--- config.mk ---
export PLATFORM = sky130hd
export DESIGN_NAME = change_dispenser
export DESIGN_NICKNAME = d
export VERILOG_FILES = /design/src/rtl/change_dispenser.sv
export SDC_FILE = /design/constraint.sdc
export NUM_CORES = 1
export LEC_CHECK = 0
export BUFFER_PORTS_ARGS = -buffer_cell sky130_fd_sc_hd__buf_2
export CORE_MARGIN = 5
export CORE_UTILIZATION = 30
export DETAILED_ROUTE_END_ITERATION = 16
export GPL_ROUTABILITY_DRIVEN = 0
export PLACE_DENSITY = 0.48
export SLEW_MARGIN = 20
export SYNTH_ARGS = -nofsm -noshare
export SYNTH_HDL_FRONTEND = slang
export SYNTH_SLANG_ARGS = --single-unit
--- constraint.sdc ---
create_clock -name clk -period 3.7 [get_ports clk]
set_clock_uncertainty 0.2 [all_clocks]
set_input_delay 0.74 -clock clk [delete_from_list [all_inputs] [get_ports clk]]
set_output_delay 0.74 -clock clk [all_outputs]
set_load 0.03 [all_outputs]
--- src/rtl/change_dispenser.sv ---
// Change dispenser: computes paid - price and pays it out as 10/5/2 coins
// through a held request / acknowledge exchange with the coin mechanism.
module change_dispenser #(
  parameter int ACK_TIMEOUT = 1000
) (
  input  logic       clk,
  input  logic       reset,
  input  logic       start,
  input  logic [7:0] amount_paid,
  input  logic [7:0] price_total,
  input  logic       coin_ack,
  output logic       coin_valid,
  output logic [3:0] coin_value,
  output logic [7:0] change_left,
  output logic       busy,
  output logic       done,
  output logic       error,
  output logic [1:0] err_code,
  output logic [2:0] fsm_state
);

  // Coin handshake: coin_valid/coin_value are raised together and held
  // unchanged until coin_ack is sampled high on a rising edge; that edge
  // completes the transfer and drops coin_valid. coin_ack is ignored while
  // coin_valid is low.

  typedef enum logic [2:0] {
    IDLE     = 3'd0,
    CHECK    = 3'd1,
    ISSUE    = 3'd2,
    WAIT_ACK = 3'd3,
    DONE     = 3'd4,
    ERROR    = 3'd5
  } state_t;

  localparam int CW = $clog2(ACK_TIMEOUT + 1);
  localparam logic [CW-1:0] WAIT_LAST = CW'(ACK_TIMEOUT - 1);

  state_t        state;
  logic [7:0]    paid_q;
  logic [7:0]    price_q;
  logic [CW-1:0] wait_cnt;

  logic [7:0] diff;
  logic [7:0] after_ten;
  logic [7:0] after_ack;
  logic [3:0] next_coin;

  assign fsm_state = state;

  // Remainders of 1 or 3 cannot be paid with 2/5/10 coins, so the 10 is
  // skipped when it would leave one, and odd amounts shed a 5 first.
  always_comb begin
    diff      = paid_q - price_q;
    after_ten = change_left - 8'd10;
    after_ack = change_left - {4'd0, coin_value};
    next_coin = 4'd2;
    if (change_left >= 8'd10 && after_ten != 8'd1 && after_ten != 8'd3)
      next_coin = 4'd10;
    else if (change_left[0] && change_left >= 8'd5)
      next_coin = 4'd5;
  end

  always_ff @(posedge clk or posedge reset) begin
    if (reset) begin
      state       <= IDLE;
      paid_q      <= 8'd0;
      price_q     <= 8'd0;
      wait_cnt    <= '0;
      coin_valid  <= 1'b0;
      coin_value  <= 4'd0;
      change_left <= 8'd0;
      busy        <= 1'b0;
      done        <= 1'b0;
      error       <= 1'b0;
      err_code    <= 2'd0;
    end else begin
      done <= 1'b0;
      case (state)
        IDLE: begin
          if (start) begin
            paid_q  <= amount_paid;
            price_q <= price_total;
            busy    <= 1'b1;
            state   <= CHECK;
          end
        end
        CHECK: begin
          if (paid_q < price_q) begin
            error    <= 1'b1;
            err_code <= 2'd1;
            state    <= ERROR;
          end else if (diff == 8'd1 || diff == 8'd3) begin
            error    <= 1'b1;
            err_code <= 2'd2;
            state    <= ERROR;
          end else if (diff == 8'd0) begin
            done  <= 1'b1;
            state <= DONE;
          end else begin
            change_left <= diff;
            state       <= ISSUE;
          end
        end
        ISSUE: begin
          coin_value <= next_coin;
          coin_valid <= 1'b1;
          wait_cnt   <= '0;
          state      <= WAIT_ACK;
        end
        WAIT_ACK: begin
          if (coin_ack) begin
            coin_valid  <= 1'b0;
            change_left <= after_ack;
            if (after_ack == 8'd0) begin
              done  <= 1'b1;
              state <= DONE;
            end else begin
              state <= ISSUE;
            end
          end else if (wait_cnt == WAIT_LAST) begin
            coin_valid <= 1'b0;
            error      <= 1'b1;
            err_code   <= 2'd3;
            state      <= ERROR;
          end else begin
            wait_cnt <= wait_cnt + 1'b1;
          end
        end
        DONE: begin
          change_left <= 8'd0;
          busy        <= 1'b0;
          state       <= IDLE;
        end
        ERROR: begin
          // start only acknowledges the fault; it does not begin a new sale
          if (start) begin
            error       <= 1'b0;
            err_code    <= 2'd0;
            change_left <= 8'd0;
            busy        <= 1'b0;
            state       <= IDLE;
          end
        end
        default: begin
          busy  <= 1'b0;
          state <= IDLE;
        end
      endcase
    end
  end

endmodule

* Word level (Yosys, flattened, before mapping)
Cells that the tools add are included.
** Cells by class
- Multiplexer cells :: 43
- $add $sub $neg :: 4
- Equality and inequality tests :: 21
- Bitwise operators :: 1
- Reductions and logical operators :: 18
- Order comparisons :: 3
** Operators with widths (number)
- two-way mux 8 bit :: 5
- one-hot mux 8 bit (4 select lines) :: 1
- two-way mux 3 bit :: 9
- two-way mux 10 bit :: 2
- one-hot mux 10 bit (2 select lines) :: 1
- != test 2 bit, second input constant :: 9
- zero test 8 bit :: 2
- one-hot mux 3 bit (5 select lines) :: 1
- two-way mux 1 bit :: 13
- adder 10 x 1 -> 10 bit, second input constant :: 1
- == test 10 bit, second input constant :: 1
- two-way mux 2 bit :: 5
- AND reduction 3 bit :: 3
- == test 8 x 1 -> 1 bit, second input constant :: 1
- == test 8 x 2 -> 1 bit, second input constant :: 1
- >= comparator 8 x 3 -> 1 bit, second input constant :: 1
- >= comparator 8 x 4 -> 1 bit, second input constant :: 1
- < comparator 8 bit :: 1
- != test 8 x 1 -> 1 bit, second input constant :: 1
- != test 8 x 2 -> 1 bit, second input constant :: 1
- subtractor 8 x 4 -> 8 bit :: 1
- subtractor 8 x 4 -> 8 bit, second input constant :: 1
- subtractor 8 bit :: 1
- == test 3 x 2 -> 1 bit, second input constant :: 2
- 18 further kinds :: 25
** Word-level totals
- Logic and storage cells :: 101
- Register bits :: 47

* Logic depth before layout (Yosys ltp)
- Word-level depth :: 6
- Mapped depth :: 12
- Depth with buffers taken out :: 11

* Worst setup path before layout
No wires, ideal clock.
- Path kind :: register -> register
- Start :: register paid_q[0]
- End :: register change_left[4]
- Path slack :: 0.957 ns
- Setup time :: 0.121 ns
- Stages on the path, launching flop included :: 12
- Buffers on the path :: 1
- Period minus slack after synthesis :: 2.743 ns
- Data arrival time :: 2.422 ns
- Cells stage by stage :: dfrtp_1 inv_1 ha_1 inv_1 fa_1 a21o_1 a21oi_1 mux2i_1 a211o_1 o31a_4 buf_6 a22o_1
** On the way
- Cells in the longest elaborated chain, start to end :: 5
- Elaborated cells on any way between the ends :: 14
- Those cells by class :: add/sub (1); order compare (1); eq/ne (5); mux (4); reduce/logical (3)
** Ends and longest elaborated chain
- start, declared :: line 40 : logic [7:0] paid_q;
- start signal, assigned :: line 82 : paid_q <= amount_paid;
- subtractor 8 bit :: line 54 : diff = paid_q - price_q;
- == test 8 x 1 -> 1 bit (tied with other cells) :: line 93 : end else if (diff == 8'd1 || diff == 8'd3) begin
- logical OR 1 bit or two-way mux 8 bit (tied branches) :: line 93
- != test 2 bit (no line) or two-way mux 8 bit (tied branches)
- AND reduction 6 bit (no line) or one-hot mux 8 bit (4 select lines) (tied branches)
- end signal, assigned :: line 101 : change_left <= diff;
- end signal, assigned :: line 114 : change_left <= after_ack;
- end, declared :: line 14 : output logic [7:0] change_left,
Parallel ways exist; a longest one is shown, timed or not. The select of a mux whose other input is x is not followed.
A chain may end at the register's enable or synchronous reset.

* Final worst setup path
- Start :: register paid_q[0]
- End :: register change_left[6]
The elaborated chain is that of the path after synthesis.

==> metrics <==
port bufs 40; synth warn 0; H-tree depth 2; clk slew on worst S/H paths 100 ps; FF-to-FF setup slack 770 ps; RSZ-0062 raised after global routing false; ys flop type dfrtp_1; Ant. Diodes 0; CTS Buf Count 5; Max-Cap Viols 0; most common cell in the synthesized netlist dfrtp_1; grt total ovfl 0; post-synthesis net count 375; Post-Syn Instances 338; DIE AREA 12100 um^2; CP max FO 15; Slew HR 44.8%; delay-heaviest family, CP compound AO/OA/AOI/OAI gates; core box area 9730 um^2; cell count along the critical path 10; Final period util 79.1%; WHS Endpoint err_code[0]$_DFFE_PP0P_; cells on worst reg2reg path 10; reg2reg start paid_q[0]$_DFFE_PP0P_; Die X 110 um; Synth Register Bits 46; outcome complete, no violations; HP Class flop to flop; Multi-input gate area 1680 um^2; Seq/Total Area, Yosys 38.5%; final-report hold violation count 0; FF-to-FF End change_left[6]$_DFFE_PP0P_; pin count of the biggest net entering global routing 47; CP Cell Sequence inv_1, ha_1, inv_1, fa_1, a21o_1, a21oi_1, mux2i_1, a211o_1, o31a_4, mux2_4; Placement Setup Slack 771 ps; Buffers & Inverters on Critical Path 2; Setup crit start kind flop; library cells used by synthesis 57; worst skew pair latency 310 ps; slowest stage delay, CP 410 ps; hold_buf cts 0; TritonCTS clock tree yes; grt met2 use 22.9%; Worst Path Arrival 2930 ps; Synth top area share 38.5%; setup TNS 0 ps; Max Fclk 342 MHz; initial antenna violation count 0; cell at the slowest stage of the critical path fa_1; Die Span Y 110 um; Reg area 1150 um^2; vias in the first global route 2681; Final Setup Violations 0; type of the worst setup path flop to flop; dominant cell type by area after synthesis dfrtp_1; clk buf depth 2; final wirelength 7500 um; Async S/R FF share, synth 100%; CTS sink count 46; Hold Path Origin err_code[0]$_DFFE_PP0P_; Setup WS post-layout 773 ps; DR vias 2575; critical path's most frequent cell inv_1; max-slew violations 0; Net count, final 413; synth top area cells dfrtp_1 (39%), ha_1 (6.3%), o21ai_0 (6.2%), nand2_1 (4.3%), mux2_2 (3.8%); Req. time, crit path 3710 ps; Total Routing Usage GR 13.5%; Worst Hold Depth 1; wire length per cell 14.7 um; Worst-Margin Slew 827 ps; drt drc 0; global routing's busiest layer met2; M3 GR Usage 2.76%; post-CTS sizing 0; Post-CTS Setup Inserts 0; Post-DP HPWL 5600 um; syn avg cell area 8.84 um^2; IO Pins 41; initial core utilization 30.7%; clock root buffer clkbuf_8; share of layout cells above drive strength 1 19.1%; P&R area growth vs syn 14.3%; first-pass GRT wire length 13100 um; initial DRC count 63; layout filler cell count 1054; synthesized area 2990 um^2; critical path endpoint category flop; ANT nets after route 0; top post-synthesis cells by count dfrtp_1 (46), o21ai_0 (37), nand2_1 (34), nor2_1 (28), inv_1 (26); # rows 36; Vias per Instance 5.05; DR pass1 iterations 4; number of enable-type register cells in the synthesized netlist 0; GRT met1 Usage 17.6%; min Tclk post-route 2930 ps
[metrics by stage]
step                      std cells  hold WS [ps]  util [%]  cell area, um^2
final                           510           313      35.1             3420
after global routing            510           329      35.1             3420
after CTS                       510           319      35.1             3410
after detailed placement        502           296      34.2             3320
after global placement          502           284      34.2             3320
after floorplan                 338           249         -             2990
[state kept, by name, indices dropped and copies added, names as in the netlist]
signal,cells
wait_cnt,10
change_left,8
paid_q,8
price_q,8
coin_value,3
fsm_state,3
err_code,2
busy,1
coin_valid,1
done,1
error,1
[layout make-up]
class                      count  share of cell area [%]
inverter                      27                    3.00
clock buffer                   5                    2.01
sequential                    46                    33.7
multi-input combinational    253                    49.3
tap                          133                    4.87
clock inverter                 3                   0.623
timing repair buffer          43                    6.52
[worst max-delay path by stage]
stage / from / end / slack (ps)
after floorplan: paid_q[0]$_DFFE_PP0P_ / change_left[4]$_DFFE_PP0P_ / 960
after global routing: paid_q[0]$_DFFE_PP0P_ / change_left[6]$_DFFE_PP0P_ / 630
after CTS: paid_q[0]$_DFFE_PP0P_ / change_left[6]$_DFFE_PP0P_ / 760
final: paid_q[0]$_DFFE_PP0P_ / change_left[6]$_DFFE_PP0P_ / 770
after global placement: paid_q[0]$_DFFE_PP0P_ / change_left[6]$_DFFE_PP0P_ / 840
after detailed placement: paid_q[0]$_DFFE_PP0P_ / change_left[6]$_DFFE_PP0P_ / 770
[cells in the final DEF (no fill, tap or decap), types with 4 or more instances in the layout]
master,synthesis,final
and3_1,4,4
a21oi_1,21,21
o21a_1,6,6
dfrtp_1,46,46
nor3_1,9,9
nor2b_1,4,4
nor2_1,28,28
mux2_2,10,10
nand2_1,34,34
nand4_1,4,4
a22o_1,5,5
clkbuf_8,0,5
xnor2_1,6,6
ha_1,15,15
buf_2,1,40
o21ai_0,37,37
inv_1,26,25
nand2b_1,5,5
a31oi_1,6,6
nand3_1,7,7
[cells by family after synthesis]
| logic type | Yosys count | share of synthesized area [%] |
|---|---|---|
| xor+xnor | 9 | 2.64 |
| simple gates | 106 | 17.2 |
| compound gates | 109 | 24.0 |
| buf+inv | 39 | 5.44 |
| mux | 12 | 4.61 |
| flops | 46 | 38.5 |
| fa+ha+maj | 17 | 7.62 |
[metal layers]
metal | wire, um | part of all wire (%) | up-vias
li1 | - | - | 1284
met1 | 3590 | 48 | 1247
met2 | 3560 | 48 | 36
met3 | 257 | 3.4 | 8
met4 | 82 | 1.1 | 0
met5 | 0 | 0 | -
Power is not shown: default switching activity piles up to over one toggle a cycle in this logic, so the estimate is an artifact.
